==> config.mk <==
export PLATFORM = sky130hd
export DESIGN_NAME = tile_row_buffer_flat
export DESIGN_NICKNAME = d
export VERILOG_FILES = /design/src/rtl/tile_pkg.sv /design/src/rtl/tile_row_buffer_if.sv /design/src/rtl/tile_ring.sv /design/src/rtl/tile_row_buffer.sv /design/src/flat_wrapper.sv
export SDC_FILE = /design/constraint.sdc
export NUM_CORES = 1
export LEC_CHECK = 0
export ABC_AREA = 1
export CORE_MARGIN = 3
export CORE_UTILIZATION = 58
export DETAILED_ROUTE_END_ITERATION = 8
export GPL_TIMING_DRIVEN = 0
export PLACE_DENSITY_LB_ADDON = 0.25
export RECOVER_POWER = 100
export SLEW_MARGIN = 30
export SYNTH_ARGS = -nofsm -noshare
export SYNTH_HDL_FRONTEND = slang
export SYNTH_SLANG_ARGS = --single-unit
==> constraint.sdc <==
create_clock -name clk -period 7.7 [get_ports clk]
set_clock_uncertainty 0.2 [all_clocks]
set_input_delay 1.925 -clock clk [delete_from_list [all_inputs] [get_ports clk]]
set_output_delay 1.925 -clock clk [all_outputs]
set_load 0.005 [all_outputs]
==> src/rtl/tile_pkg.sv <==
// rtl/tile_pkg.sv - shared defaults, index-width helper and game state for the tile row buffer
package tile_pkg;

    localparam int LANES_DEF = 4;
    localparam int ROWS_DEF  = 8;

    typedef enum logic {
        RUN  = 1'b0,
        OVER = 1'b1
    } state_t;

    // Width of an index into n items; never narrower than one bit.
    function automatic int idx_w(input int n);
        return (n < 2) ? 1 : $clog2(n);
    endfunction

endpackage

==> src/rtl/tile_row_buffer_if.sv <==
// rtl/tile_row_buffer_if.sv - control, write, judge and display-read bundle of the tile row buffer
interface tile_row_buffer_if
    import tile_pkg::*;
#(
    parameter int LANES = LANES_DEF,
    parameter int ROWS  = ROWS_DEF
);
    localparam int LW = idx_w(LANES);
    localparam int RW = idx_w(ROWS);

    logic          clear;
    logic          wr_valid;
    logic [LW-1:0] wr_lane;
    logic          wr_ready;
    logic          scroll;
    logic          hit_valid;
    logic [LW-1:0] hit_lane;
    logic [RW-1:0] rd_row;
    logic [LW-1:0] rd_lane;
    logic          rd_occ;
    logic [RW:0]   count;
    logic          hit_ok;
    logic          miss;
    logic          bad_wr;
    logic          game_over;

    modport master (
        output clear, wr_valid, wr_lane, scroll, hit_valid, hit_lane, rd_row,
        input  wr_ready, rd_lane, rd_occ, count, hit_ok, miss, bad_wr, game_over
    );

    modport slave (
        input  clear, wr_valid, wr_lane, scroll, hit_valid, hit_lane, rd_row,
        output wr_ready, rd_lane, rd_occ, count, hit_ok, miss, bad_wr, game_over
    );

endinterface

==> src/rtl/tile_ring.sv <==
// rtl/tile_ring.sv - circular row store with head/count, push/pop and offset read
module tile_ring #(
    parameter int ROWS = 8,
    parameter int LW   = 2,
    parameter int RW   = 3
) (
    input  logic          clk,
    input  logic          rst,
    input  logic          clear,
    input  logic          push,
    input  logic [LW-1:0] push_lane,
    input  logic          pop,
    input  logic [RW-1:0] rd_row,
    output logic [LW-1:0] rd_lane,
    output logic [LW-1:0] head_lane,
    output logic          rd_occ,
    output logic          full,
    output logic [RW:0]   count
);
    logic [LW-1:0] mem [ROWS];
    logic [RW-1:0] head;
    logic [RW-1:0] tail;
    logic [RW-1:0] rd_idx;

    // ROWS is a power of two, so RW-bit addition wraps modulo ROWS for free.
    assign tail      = head + count[RW-1:0];
    assign rd_idx    = head + rd_row;
    assign rd_lane   = mem[rd_idx];
    assign head_lane = mem[head];
    assign rd_occ    = {1'b0, rd_row} < count;
    assign full      = count == (RW+1)'(ROWS);

    // Row storage; when full and popping, tail aliases head and the popped slot is reused.
    always_ff @(posedge clk) begin
        if (push && !clear) begin
            mem[tail] <= push_lane;
        end
    end

    // Head pointer and occupancy; push and pop in one cycle leave count unchanged.
    always_ff @(posedge clk or posedge rst) begin
        if (rst) begin
            head  <= '0;
            count <= '0;
        end else if (clear) begin
            head  <= '0;
            count <= '0;
        end else begin
            if (pop) begin
                head <= head + 1'b1;
            end
            count <= count + (RW+1)'(push) - (RW+1)'(pop);
        end
    end

endmodule

==> src/rtl/tile_row_buffer.sv <==
// rtl/tile_row_buffer.sv - scrolling tile row queue with press judging and game-over state
module tile_row_buffer
    import tile_pkg::*;
#(
    parameter int LANES = LANES_DEF,
    parameter int ROWS  = ROWS_DEF
) (
    input  logic                   clk,
    input  logic                   rst,
    tile_row_buffer_if.slave       bus
);
    localparam int LW = idx_w(LANES);
    localparam int RW = idx_w(ROWS);

    state_t        state, state_n;
    logic          push, pop;
    logic          full;
    logic [LW-1:0] head_lane;
    logic          lane_ok;
    logic          hit_ok_n, miss_n, bad_set;

    assign lane_ok       = int'(bus.wr_lane) < LANES;
    assign bus.game_over = (state == OVER);

    tile_ring #(
        .ROWS (ROWS),
        .LW   (LW),
        .RW   (RW)
    ) u_ring (
        .clk       (clk),
        .rst       (rst),
        .clear     (bus.clear),
        .push      (push),
        .push_lane (bus.wr_lane),
        .pop       (pop),
        .rd_row    (bus.rd_row),
        .rd_lane   (bus.rd_lane),
        .head_lane (head_lane),
        .rd_occ    (bus.rd_occ),
        .full      (full),
        .count     (bus.count)
    );

    // Judge the bottom row (press before scroll), decide pop/push and the next state.
    always_comb begin
        state_n      = state;
        push         = 1'b0;
        pop          = 1'b0;
        hit_ok_n     = 1'b0;
        miss_n       = 1'b0;
        bad_set      = 1'b0;
        bus.wr_ready = 1'b0;
        if (bus.clear) begin
            state_n = RUN;
        end else if (state == RUN) begin
            if (bus.hit_valid && bus.count != '0) begin
                if (bus.hit_lane == head_lane) begin
                    pop      = 1'b1;
                    hit_ok_n = 1'b1;
                end else begin
                    miss_n  = 1'b1;
                    state_n = OVER;
                end
            end else if (bus.scroll && bus.count != '0) begin
                pop     = 1'b1;
                miss_n  = 1'b1;
                state_n = OVER;
            end
            bus.wr_ready = !full || pop;
            if (bus.wr_valid && bus.wr_ready) begin
                if (lane_ok) begin
                    push = 1'b1;
                end else begin
                    bad_set = 1'b1;
                end
            end
        end
    end

    // State register plus the registered pulses and sticky bad-write flag.
    always_ff @(posedge clk or posedge rst) begin
        if (rst) begin
            state      <= RUN;
            bus.hit_ok <= 1'b0;
            bus.miss   <= 1'b0;
            bus.bad_wr <= 1'b0;
        end else begin
            state      <= state_n;
            bus.hit_ok <= hit_ok_n;
            bus.miss   <= miss_n;
            if (bus.clear) begin
                bus.bad_wr <= 1'b0;
            end else if (bad_set) begin
                bus.bad_wr <= 1'b1;
            end
        end
    end

endmodule
==> src/flat_wrapper.sv <==
// flat-port wrapper written by rule: the top's interface ports become plain ports
module tile_row_buffer_flat import tile_pkg::*;
#(
    parameter int LANES = LANES_DEF,
    parameter int ROWS  = ROWS_DEF
)
  (clk, rst, bus_clear, bus_wr_valid, bus_wr_lane, bus_scroll, bus_hit_valid, bus_hit_lane, bus_rd_row, bus_wr_ready, bus_rd_lane, bus_rd_occ, bus_count, bus_hit_ok, bus_miss, bus_bad_wr, bus_game_over);
  tile_row_buffer_if #(.LANES(LANES), .ROWS(ROWS)) bus_i ();
  input  logic clk;
  input  logic rst;
  input wire logic [$bits(bus_i.clear)-1:0] bus_clear;
  input wire logic [$bits(bus_i.wr_valid)-1:0] bus_wr_valid;
  input wire logic [$bits(bus_i.wr_lane)-1:0] bus_wr_lane;
  input wire logic [$bits(bus_i.scroll)-1:0] bus_scroll;
  input wire logic [$bits(bus_i.hit_valid)-1:0] bus_hit_valid;
  input wire logic [$bits(bus_i.hit_lane)-1:0] bus_hit_lane;
  input wire logic [$bits(bus_i.rd_row)-1:0] bus_rd_row;
  output wire logic [$bits(bus_i.wr_ready)-1:0] bus_wr_ready;
  output wire logic [$bits(bus_i.rd_lane)-1:0] bus_rd_lane;
  output wire logic [$bits(bus_i.rd_occ)-1:0] bus_rd_occ;
  output wire logic [$bits(bus_i.count)-1:0] bus_count;
  output wire logic [$bits(bus_i.hit_ok)-1:0] bus_hit_ok;
  output wire logic [$bits(bus_i.miss)-1:0] bus_miss;
  output wire logic [$bits(bus_i.bad_wr)-1:0] bus_bad_wr;
  output wire logic [$bits(bus_i.game_over)-1:0] bus_game_over;
  assign bus_i.clear = bus_clear;
  assign bus_i.wr_valid = bus_wr_valid;
  assign bus_i.wr_lane = bus_wr_lane;
  assign bus_i.scroll = bus_scroll;
  assign bus_i.hit_valid = bus_hit_valid;
  assign bus_i.hit_lane = bus_hit_lane;
  assign bus_i.rd_row = bus_rd_row;
  assign bus_wr_ready = bus_i.wr_ready;
  assign bus_rd_lane = bus_i.rd_lane;
  assign bus_rd_occ = bus_i.rd_occ;
  assign bus_count = bus_i.count;
  assign bus_hit_ok = bus_i.hit_ok;
  assign bus_miss = bus_i.miss;
  assign bus_bad_wr = bus_i.bad_wr;
  assign bus_game_over = bus_i.game_over;
  tile_row_buffer #(.LANES(LANES), .ROWS(ROWS)) u_core (.clk(clk), .rst(rst), .bus(bus_i));
endmodule
* Yosys cells after proc, flatten, opt, wreduce, memory -nomap -nowiden
Memory sizes are Yosys's and may differ from the RTL's.
Cells that the tools add are included.
** Cells by class
- Add/subtract/negate cells :: 5
- Order comparisons :: 1
- Eq/ne operators :: 2
- Muxes and demuxes :: 27
- Reductions and logical operators :: 9
** Operators by type and width (number)
- $mux 1 :: 24
- $add 3x3->3 :: 2
- $mux 3 :: 2
- $add 4x1->4 :: 1
- $eq 4x4->1 const B :: 1
- $logic_and 1x1->1 :: 4
- $lt 3x4->1 :: 1
- $mux 4 :: 1
- $reduce_bool 4->1 :: 1
- $sub 4x1->4 :: 1
- $add 3x1->3 const B :: 1
- $eq 2x2->1 :: 1
- $logic_not 1->1 :: 2
- $reduce_bool 2->1 :: 1
- $logic_or 1x1->1 :: 1
** Word-level totals
- Register bits :: 11
- Bits in writable memories :: 16
- Input port bits :: 13
- Output and inout bits :: 12
- Word-level logic and storage cells :: 51
- Memories kept :: 1
** Memory list
- u_core.u_ring.mem :: words 8, width 2, rd ports 2, clocked after memory_dff 0, write ports 1, line tile_ring.sv:20 : logic [LW-1:0] mem [ROWS];

* Logic depth before layout (Yosys ltp)
- Depth in word-level cells :: 14
- Gate-level depth with buffers :: 20
- Depth with buffers taken out :: 19

* Modules after synthesis
A second synthesis with hierarchy kept.
** Second synthesis, totals
- Cell total of the unflattened synthesis :: 246
- Area total of the unflattened synthesis :: 1799.2 sq um
** Modules (own cells, without submodules)
- tile_ring :: instances 1, cells each 208, area an instance 1557.7 sq um
- tile_row_buffer :: instances 1, cells each 38, area an instance 241.5 sq um

* Least setup slack after synthesis
No wires, ideal clock.
- Kind :: input to output
- Start point :: input port bus_rd_row[0]
- End point :: output port bus_rd_lane[0]
- Arrival time :: 3134 ps
- Data required time :: 5575 ps
- Path slack :: 2441 ps
- Cell stages on the path :: 6
- Path through :: ha_1 > fa_1 > xnor2_1 > xor2_1 > nor2_1 > a31oi_1
** Between the ends
- Word-level cells in the longest chain between the ends :: 2
** Ends and longest elaborated chain
- from (decl) :: line flat_wrapper.sv:17 : input wire logic [$bits(bus_i.rd_row)-1:0] bus_rd_row;
- $add 3x3->3 :: line tile_ring.sv:27 : assign rd_idx = head + rd_row;
- $mem_v2 8x2
- to (decl) :: line flat_wrapper.sv:19 : output wire logic [$bits(bus_i.rd_lane)-1:0] bus_rd_lane;
Every way passes these cells.

* Final worst setup path
- Start point :: input port bus_rd_row[0]
- End point :: output port bus_rd_lane[1]
Same word-level chain as after synthesis.

==> impl_metrics.py <==
metrics = {
    "status": {
        "status": "finished clean",
    },
    "cts": {
        "cts_repair_resize_count": 0,
        "ctsHtreeMaxLevel": 1,
        "clkLatencyLatePin_ns": 0.34,
        "cts_setup_buffers": 0,
        "ctsRootBufferMaster": "clkbuf_4",
        "cts_hold_buf": 0,
        "cts_sinks": 26,
        "clkTransAtPathRegs_ns": 0.15,
        "ctsLongestPathBuffers": 2,
        "numCtsBuffers": 3,
        "cts_tree": "done",
    },
    "cells_and_area": {
        "final_common_cell": "nand2_1",
        "antennaDiodeCount": 0,
        "area_growth_pct": 16.5,
        "layout_common_cells": "37 x nand2_1, 28 x inv_1, 20 x nor2_1",
        "final_util_pct": 72.1,
        "drive_gt1_share_pct": 8.11,
        "nNetsFinal": 250,
    },
    "min_path": {
        "holdPathStages": 3,
        "min_path_type": "reg -> reg",
    },
    "global_routing": {
        "grt.overflow.total": 0,
        "antenna_found_initial": 0,
        "grt_max_degree": 16,
        "grt_pass1_vias": 1310,
        "track_usage_pct": 21.1,
        "grt_pass1_wl_mm": 5.66,
    },
    "critical_path": {
        "critical_path_depth": 9,
        "crit_path_end_kind": "output port",
        "critical-path-top-delay-family": "buffers and inverters",
        "crit_buf_inv": 2,
        "cp-start-kind": "input port",
        "cp_max_fo": 7,
        "required_ns": 5.58,
        "worst_path_most_repeated_cell": "o21ai_0",
        "cp_slowest_stage_delay_ns": 0.59,
        "cp_slowest_cell": "dlygate4sd3_1",
        "path_cells": "clkdlybuf4s50_1 -> ha_1 -> fa_1 -> a21oi_1 -> o21ai_0 -> o21ai_0 -> nor2_1 -> a31oi_1 -> dlygate4sd3_1",
        "r2r_cells": 15,
        "crit_arrival_ns": 4.29,
        "r2r_slack_ns": 4.53,
        "critPathKind": "in -> out",
    },
    "die": {
        "row_count": 19,
        "io_pins": 25,
        "initial_core_util_pct": 61.9,
        "die_area_um2": 3680,
        "die_w_um": 60.7,
        "die_h_um": 60.7,
        "core_um2": 2810,
    },
    "sta": {
        "fin_crit_sh_pct": 83.3,
        "maxSlewViolCount": 0,
        "finalSetupViolations": 0,
        "min_period_ns": 6.41,
        "hold_violations": 0,
        "setup_tns_ns": 0,
        "rsz0062_at_grt": "false",
        "fmax_mhz": 156,
    },
    "yosys": {
        "avgSynthCellArea_um2": 8.90,
        "synth_mux_area_share_pct": 1.15,
        "netlist_instances": 195,
        "synth_top_family_by_area": "simple AND/OR/NAND/NOR gates",
        "synthAdderAreaFrac_pct": 11.4,
        "synth_top_cell_by_area": "edfxtp_1",
        "synth_area_leaders": "edfxtp_1 28%, dfrtp_1 14%, ha_1 7.9%",
        "synth.net_count": 222,
        "syn-cell-area_um2": 1740,
        "ys_types": 32,
        "yosysWarnings": 0,
        "synth_compound_area_share_pct": 7.64,
        "synth_top_area_share_pct": 27.7,
        "synth-simple-area-share_pct": 25.6,
        "ys_ff_latch": 26,
        "synth-seq-area-share_pct": 42.1,
        "yosys.area_share.xor_xnor_pct": 3.03,
    },
    "placement": {
        "portBuffers": 23,
        "hpwl_mm": 2.79,
        "gp_congestion": 0.798,
    },
    "route": {
        "vias": 1361,
        "drc": 0,
        "drt_wl_total_mm": 3.56,
        "dr.pass1.iters": 4,
        "drt_iter0_drc": 80,
        "vias_per_cell": 5.38,
        "wl_per_cell_um": 14.1,
        "ant_nets": 0,
    },
    "power_and_ir_drop": {
        "power.total_mw": 0.667,
        "peakVddDrop_mv": 0.245,
        "leakagePower_nw": 0.947,
        "power_density_nw_per_um2": 330,
    },
    "flow_run": {
        "max-cap-violations": 0,
    },
}
-- layout make-up --
class	instances	area (um2)
plain buffers	5	33.8
clock buffers	3	22.5
clock inverters	1	30.0
fillers	218	783
inverters	30	120
multi-input cells	134	816
flip-flops and latches	26	731
well taps	31	38.8
repair buffers	23	230
-- synth_stat cells --
cell / instances
nand3_2: 3
o21ai_0: 8
nor2_2: 8
a21o_1: 1
nand3_4: 2
xor2_1: 3
ha_1: 11
nor2_1: 12
inv_8: 1
buf_4: 2
o21a_1: 2
fa_1: 3
a21oi_1: 6
edfxtp_1: 16
inv_1: 28
o211ai_1: 2
buf_6: 1
nand3b_1: 1
xnor2_1: 3
dfrtp_1: 10
inv_2: 1
o21ai_1: 1
nand4_1: 1
mux2i_1: 2
nor3b_1: 1
a21boi_1: 1
conb_1: 1
clkbuf_1: 2
nand2_2: 6
nand3_1: 18
a31oi_1: 2
nand2_1: 36
-- stage by stage --
stage	instance area (um2)	std cells	setup WS (ns)	hold slack, ns
floorplan	1740	195	2.44	0.382
global route	2020	253	1.11	0.545
global placement	2000	249	1.37	0.416
detailed placement	2000	249	1.35	0.461
finish	2020	253	1.29	0.479
CTS	2060	253	1.35	0.480
-- worst register-to-register path, stage by stage (launching register included) --
cell     delay, ns
dfrtp_1       0.61
inv_1         0.16
nand3_1       0.11
nand3_1       0.09
nand2_1       0.08
nand2_1       0.06
nand2_2       0.09
nand3_4       0.09
nand3_2       0.06
nand3_1       0.26
ha_1          0.40
inv_1         0.05
ha_1          0.21
fa_1          0.39
xnor2_1       0.14
nor2_1        0.06
-- metal layers --
metal	GRT usage, %	wire, um	part of all wire, %	up-vias
li1	-	-	-	688
met1	27.6	1520	43	617
met2	34.5	1780	50	48
met3	4.68	192	5.4	8
met4	7.74	70	2.0	0
met5	0	0	0	-
-- state kept, by name, indices dropped and copies added (netlist names) --
register              count
u_core.u_ring.count       4
u_core.bus.miss           1
u_core.u_ring.head        3
u_core.u_ring.mem        16
u_core.bus.hit_ok         1
u_core.bus.game_over      1
-- path summary, 6_finish.rpt --
check,startpoint,endpoint
worst max-delay path,bus_rd_row[0],bus_rd_lane[1]
worst min-delay path,u_core.bus.game_over,u_core.u_ring.head[2]
worst max register to register,u_core.u_ring.head[1],u_core.u_ring.count[2]
worst min register to register,u_core.bus.game_over,u_core.u_ring.head[2]
max in group asynchronous,rst,u_core.u_ring.count[2]
min in group asynchronous,rst,u_core.u_ring.head[0]
-- kinds of logic after synthesis --
logic type / count (synthesis)
XOR/XNOR: 6
other: 1
adder cells (fa/ha/maj): 14
AND/OR/NAND/NOR: 88
multiplexers: 2
buffers and inverters: 35
flip-flops: 26
AO/OA/AOI/OAI: 23
-- power by group --
group	internal, mW	leakage, nW	switching (mW)
combinational	0.159	0.640	0.217
clock	0.0527	0.0279	0.0405
sequential	0.173	0.279	0.0255
total	0.384	0.947	0.283
No activity file was read; power rests on OpenSTA's default activity.
